File: src/rtl/write_back_register_file_pkg.sv
// Core-wide constants shared by the write-back stage and the forwarding unit.
package write_back_register_file_pkg;

    localparam int DATA_WIDTH     = 32;
    localparam int ADDRESS_WIDTH  = 5;
    localparam int REGISTER_COUNT = 32;

    localparam logic [ADDRESS_WIDTH-1:0] ZERO_REGISTER = '0;

    localparam logic WRITE_BACK_FROM_MEMORY = 1'b1;
    localparam logic WRITE_BACK_FROM_ALU    = 1'b0;

endpackage

File: src/rtl/write_back_register_file_mux.sv
// Write-back value select: load data or ALU result. Also used by the forwarding unit.
module write_back_mux
    import write_back_register_file_pkg::*;
#(
    parameter int WIDTH = DATA_WIDTH
) (
    input  logic             select,
    input  logic [WIDTH-1:0] memory_data,
    input  logic [WIDTH-1:0] alu_data,
    output logic [WIDTH-1:0] selected
);

    assign selected = (select == WRITE_BACK_FROM_MEMORY) ? memory_data : alu_data;

endmodule

File: src/rtl/write_back_register_file.sv
// MEM/WB consumer: selects the write-back value, commits it to the integer
// register file and serves two bypassed decode read ports plus a debug port.
module write_back_register_file
    import write_back_register_file_pkg::*;
#(
    parameter int DATA_WIDTH     = write_back_register_file_pkg::DATA_WIDTH,
    parameter int ADDRESS_WIDTH  = write_back_register_file_pkg::ADDRESS_WIDTH,
    parameter int REGISTER_COUNT = write_back_register_file_pkg::REGISTER_COUNT
) (
    input  logic                     clock,
    input  logic                     reset,
    input  logic                     writeBackFromMemoryOrAlu,
    input  logic [DATA_WIDTH-1:0]    memoryReadData,
    input  logic [DATA_WIDTH-1:0]    aluData,
    input  logic                     registerWriteEnable,
    input  logic [ADDRESS_WIDTH-1:0] rd,
    input  logic [ADDRESS_WIDTH-1:0] rs1,
    input  logic [ADDRESS_WIDTH-1:0] rs2,
    input  logic [ADDRESS_WIDTH-1:0] debugAddress,
    output logic [DATA_WIDTH-1:0]    rs1Data,
    output logic [DATA_WIDTH-1:0]    rs2Data,
    output logic [DATA_WIDTH-1:0]    debugData,
    output logic [DATA_WIDTH-1:0]    writeBackData,
    output logic                     writeBackValid
);

    localparam logic [ADDRESS_WIDTH-1:0] ZERO_INDEX = ADDRESS_WIDTH'(ZERO_REGISTER);

    // x0 has no storage; index 0 is resolved to zero before the array is touched.
    logic [DATA_WIDTH-1:0] registers [1:REGISTER_COUNT-1];

    write_back_mux #(.WIDTH(DATA_WIDTH)) u_write_back_mux (
        .select      (writeBackFromMemoryOrAlu),
        .memory_data (memoryReadData),
        .alu_data    (aluData),
        .selected    (writeBackData)
    );

    assign writeBackValid = registerWriteEnable && (rd != ZERO_INDEX);

    always_ff @(posedge clock or posedge reset) begin
        if (reset) begin
            for (int i = 1; i < REGISTER_COUNT; i++)
                registers[i] <= '0;
        end else if (writeBackValid) begin
            registers[rd] <= writeBackData;
        end
    end

    function automatic logic [DATA_WIDTH-1:0] committed(input logic [ADDRESS_WIDTH-1:0] index);
        committed = (index == ZERO_INDEX) ? '0 : registers[index];
    endfunction

    // Bypass lets a decode read in the same cycle see the value being written back.
    function automatic logic [DATA_WIDTH-1:0] bypassed(input logic [ADDRESS_WIDTH-1:0] index);
        if (index == ZERO_INDEX)
            bypassed = '0;
        else if (writeBackValid && (rd == index))
            bypassed = writeBackData;
        else
            bypassed = registers[index];
    endfunction

    assign rs1Data   = bypassed(rs1);
    assign rs2Data   = bypassed(rs2);
    assign debugData = committed(debugAddress);

endmodule

File: config.mk
export PLATFORM = sky130hd
export DESIGN_NAME = write_back_register_file
export DESIGN_NICKNAME = d
export VERILOG_FILES = /design/src/rtl/write_back_register_file_pkg.sv /design/src/rtl/write_back_register_file_mux.sv /design/src/rtl/write_back_register_file.sv
export SDC_FILE = /design/constraint.sdc
export NUM_CORES = 2
export LEC_CHECK = 0
export ABC_CLOCK_PERIOD_IN_PS = 37900
export BUFFER_PORTS_ARGS = -buffer_cell sky130_fd_sc_hd__buf_4
export CAP_MARGIN = 10
export CORE_UTILIZATION = 50
export CTS_CLUSTER_DIAMETER = 50
export DETAILED_ROUTE_END_ITERATION = 8
export PLACE_DENSITY_LB_ADDON = 0.08
export RECOVER_POWER = 50
export SYNTH_ARGS = -nofsm -noshare
export SYNTH_HDL_FRONTEND = slang
export SYNTH_SLANG_ARGS = --single-unit
File: constraint.sdc
create_clock -name clock -period 37.9 [get_ports clock]
set_clock_uncertainty 0.2 [all_clocks]
set_input_delay 0 -clock clock [delete_from_list [all_inputs] [get_ports clock]]
set_output_delay 0 -clock clock [all_outputs]
set_load 0.05 [all_outputs]
==> summary.md <==
| Metric | Value |
|---|---|
| CTS tree | `done` |
| H-tree depth reported by CTS | `4` |
| Reg2reg start | `registers[36]` |
| Synthesized instance count | `5477` |
| Time the worst path needs with I/O delays and setup | `9.13 ns` |
| Distinct cells, synth | `45` |
| GRT Total Usage | `0.401` |
| Async S/R FF share, synth | `1.00` |
| Area growth from synthesis to layout | `14.0%` |
| CP Buf/Inv Count | `8` |
| Worst endpoint data arrival time | `9.71 ns` |
| Last weighted congestion value of the routability-driven placer | `0.879` |
| Critical path endpoint category | `async pin` |
| Total CTS buffers | `139` |
| Vias per inst | `6.92` |
| Hold Path Cell Cnt | `2` |
| Stage delay of the slowest cell on the critical path | `2.97 ns` |
| Standard cell with the maximum stage delay on the critical path | `clkinvlp_2` |
| CTS Root Cell | `clkbuf_16` |
| Sequential fraction of the synthesis area | `0.415` |
| Avg Synthesized Cell Area | `10.9 µm²` |
| Commonest cells after routing, fill and taps aside | `dfrtp_1, nand2_1, o21ai_0` |
| Most used cell, CP | `buf_4` |
| Width of the die | `348 µm` |
| Full die area | `121000 µm²` |
| Vias in the first global route | `47700` |
| Final core utilization | `0.576` |
| Top Registers | `registers: 992 flops` |
| Net count after synthesis | `5565` |
| Maximum vdd drop | `0.0518 mV` |
| Met2 routed wirelength | `103000 µm` |
| Path depth of the worst reg2reg path | `4` |
| Most flops, register | `registers` |
| CP startpoint kind | `input pin` |
| Max Cap Viol | `53` |
| Count of instances resized after the clock tree is built | `0` |
| Maximum buffer depth of the clock tree | `3` |
| Register clock-pin slew on the reported worst setup and hold paths | `0.06 ns` |
| Clock insertion delay at the later pin of the skew report | `0.75 ns` |
| Clock Sink Count | `992` |
| Detailed-route wire length on metal 1 | `96300 µm` |
| Slew Limit Headroom | `-2.59` |
| Top layer reached by signal wires | `met5` |
| Post-route cell area | `68200 µm²` |
| Sum of net half-perimeters after detailed placement | `137000 µm` |
| EDFF count, synth | `0` |
| Final Hold Viols | `0` |
| Hold Path End | `registers[889]` |
| Hold wc startpoint | `registers[889]` |
| Leak Pwr | `0.0285 µW` |
| Data required time of the critical path | `38.48 ns` |
| DRC viols | `0` |
| Number of search-and-repair iterations in the first detailed-routing pass | `6` |
| Fraction of layout cells with a size suffix above 1 | `0.263` |
| Buffers on Ports | `216` |
| Max-slew violation total from the final report | `2409` |
| Effective utilization at floorplan | `0.505` |
| Category of the critical setup timing path | `in -> async` |
| Cell breakdown of the critical path | `dlygate4sd3_1 > clkbuf_4 > dlygate4sd3_1 > clkinvlp_2 > clkbuf_1 > buf_4 > buf_4 > buf_4` |
| Setup TNS after final layout | `0 ns` |
| Wire length reported by the detailed router | `241000 µm` |
| RSZ-0062 raised after global routing | `false` |
| Layout Cells excl Fill | `7153` |
| Number of flip-flops in the largest register | `992` |
| Via count | `49500` |
| Number of cells after detailed placement | `6816` |
| Per-cell routed wire length | `33.7 µm` |
| I/O pin count | `217` |
| Worst hold slack after final layout | `0.317 ns` |
| FF-to-FF End | `registers[36]` |
| Chip height | `348 µm` |
| Failing checks | `capacitance limit, slew limit` |
| Largest net degree at the start of global routing | `115` |
| Number of nets in the finished design | `5529` |
| First-pass GRT wire length | `348000 µm` |
| Share of the cycle needed by the critical path after routing | `0.241` |
| Power per unit of standard cell area | `58.6 nW/µm²` |
| Worst-path maximum fanout | `114` |
| Largest delay share family, worst path | `buffers and inverters` |
| Overflow left after global routing | `0` |
| Most common cell after layout, fill and taps aside | `dfrtp_1` |
| Setup slack, reg-to-reg | `35.83 ns` |
| Met3 routed wirelength | `30600 µm` |
| 1st-iter DRT viols | `7314` |
| Placed inst area | `62800 µm²` |
| Post-route antenna net violation count | `0` |
| Hold crit path type | `reg -> reg` |
| Site row count | `126` |
| Top_reg_cell synth | `dfrtp_1` |
| Warning count from the yosys run | `0` |
| Area of the placeable core | `118000 µm²` |
| Number of buffers inserted by post-CTS setup repair | `0` |
| Initial antenna violation count | `5` |
| Post-synth design cell area | `59800 µm²` |
| Result of the run | `finished, violations left` |
| Number of synthesized register bits | `992` |
| Worst-margin pin slew | `5.35 ns` |
| Final setup vio count | `0` |
| Max frequency | `109 MHz` |
## through the flow
step / worst slack (ns) / power, µW
global placement: 32.91 / 2530
detailed placement: 32.82 / 2570
global route: 27.17 / 4160
finish: 28.77 / 4000
floorplan: 9.79 / 2230
CTS: 32.83 / 3990
## power by group
| group | switching, µW | leakage (µW) | internal [µW] |
|---|---|---|---|
| Combinational | 548 | 0.0136 | 512 |
| Clock | 515 | 0.00244 | 899 |
| Sequential | 236 | 0.0125 | 1290 |
| Total | 1300 | 0.0285 | 2700 |
## metal layers
layer  track usage  up-vias
met3         0.123      653
li1              -    20500
met4         0.161        8
met5             0        -
met1         0.571    25100
met2         0.571     3240
## worst max path at each step
| stage | from | to | slack [ns] | cells after the start |
|---|---|---|---|---|
| detailed placement | debugAddress[0] | debugData[13] | 32.82 | 8 |
| global placement | debugAddress[0] | debugData[13] | 32.91 | 8 |
| global route | reset | registers[465] | 27.17 | 8 |
| finish | reset | registers[465] | 28.77 | 8 |
| floorplan | reset | registers[0] | 9.79 | 1 |
| CTS | debugAddress[0] | debugData[13] | 32.83 | 8 |
## tightest hold or removal path, delay by kind of cell, from the launching register on
family | cells | cell delay (ns)
DFF | 1 | 0.37
AOI/OAI and AO/OA | 1 | 0.06
and+or+nand+nor | 1 | 0.05
## final cells by class
class                           instances  area, µm²
Inverter                               38        144
Fill cell                           10100      50200
Tap cell                             1600       2000
Multi-Input combinational cell       3839      32900
Clock buffer                          187       4040
Antenna cell                            2       5.00
Sequential cell                       992      24800
Timing Repair Buffer                  431       3370
Clock inverter                         64        957
## synth_stat cells, types with 38 or more instances
| cell | instances | share of area |
|---|---|---|
| a21oi_1 | 386 | 0.032 |
| dfrtp_1 | 992 | 0.41 |
| inv_1 | 38 | 0.0024 |
| mux2_2 | 256 | 0.048 |
| nand2_1 | 687 | 0.043 |
| o22ai_1 | 62 | 0.0065 |
| mux2i_1 | 162 | 0.027 |
| o21ai_0 | 667 | 0.056 |
| mux4_2 | 608 | 0.23 |
| nor2_1 | 466 | 0.029 |
| buf_2 | 104 | 0.0087 |
| a22o_1 | 94 | 0.014 |
| a22oi_1 | 124 | 0.016 |
| clkbuf_1 | 462 | 0.029 |
| a211oi_1 | 62 | 0.0078 |
| nor3_1 | 63 | 0.0053 |
| a221oi_1 | 124 | 0.018 |
## what timing repair did
| item | CTS | global route |
|---|---|---|
| hold buffers | 84 | 0 |
| hold endpoints to repair | 1101 | 0 |
| endpoints found under the setup margin | 0 | 0 |
## cells by family (layout without fill, tap and decap cells)
family,count (synthesis),after routing,share of synthesized area
multiplexers,1026,1026,0.304
AO/OA/AOI/OAI,1537,1537,0.152
other,0,2,0
XOR/XNOR,10,10,0.00146
buffers and inverters,646,720,0.0438
AND/OR/NAND/NOR,1266,1266,0.0836
flip-flops,992,992,0.415
Note: power is estimated with default switching activity, not from simulation.
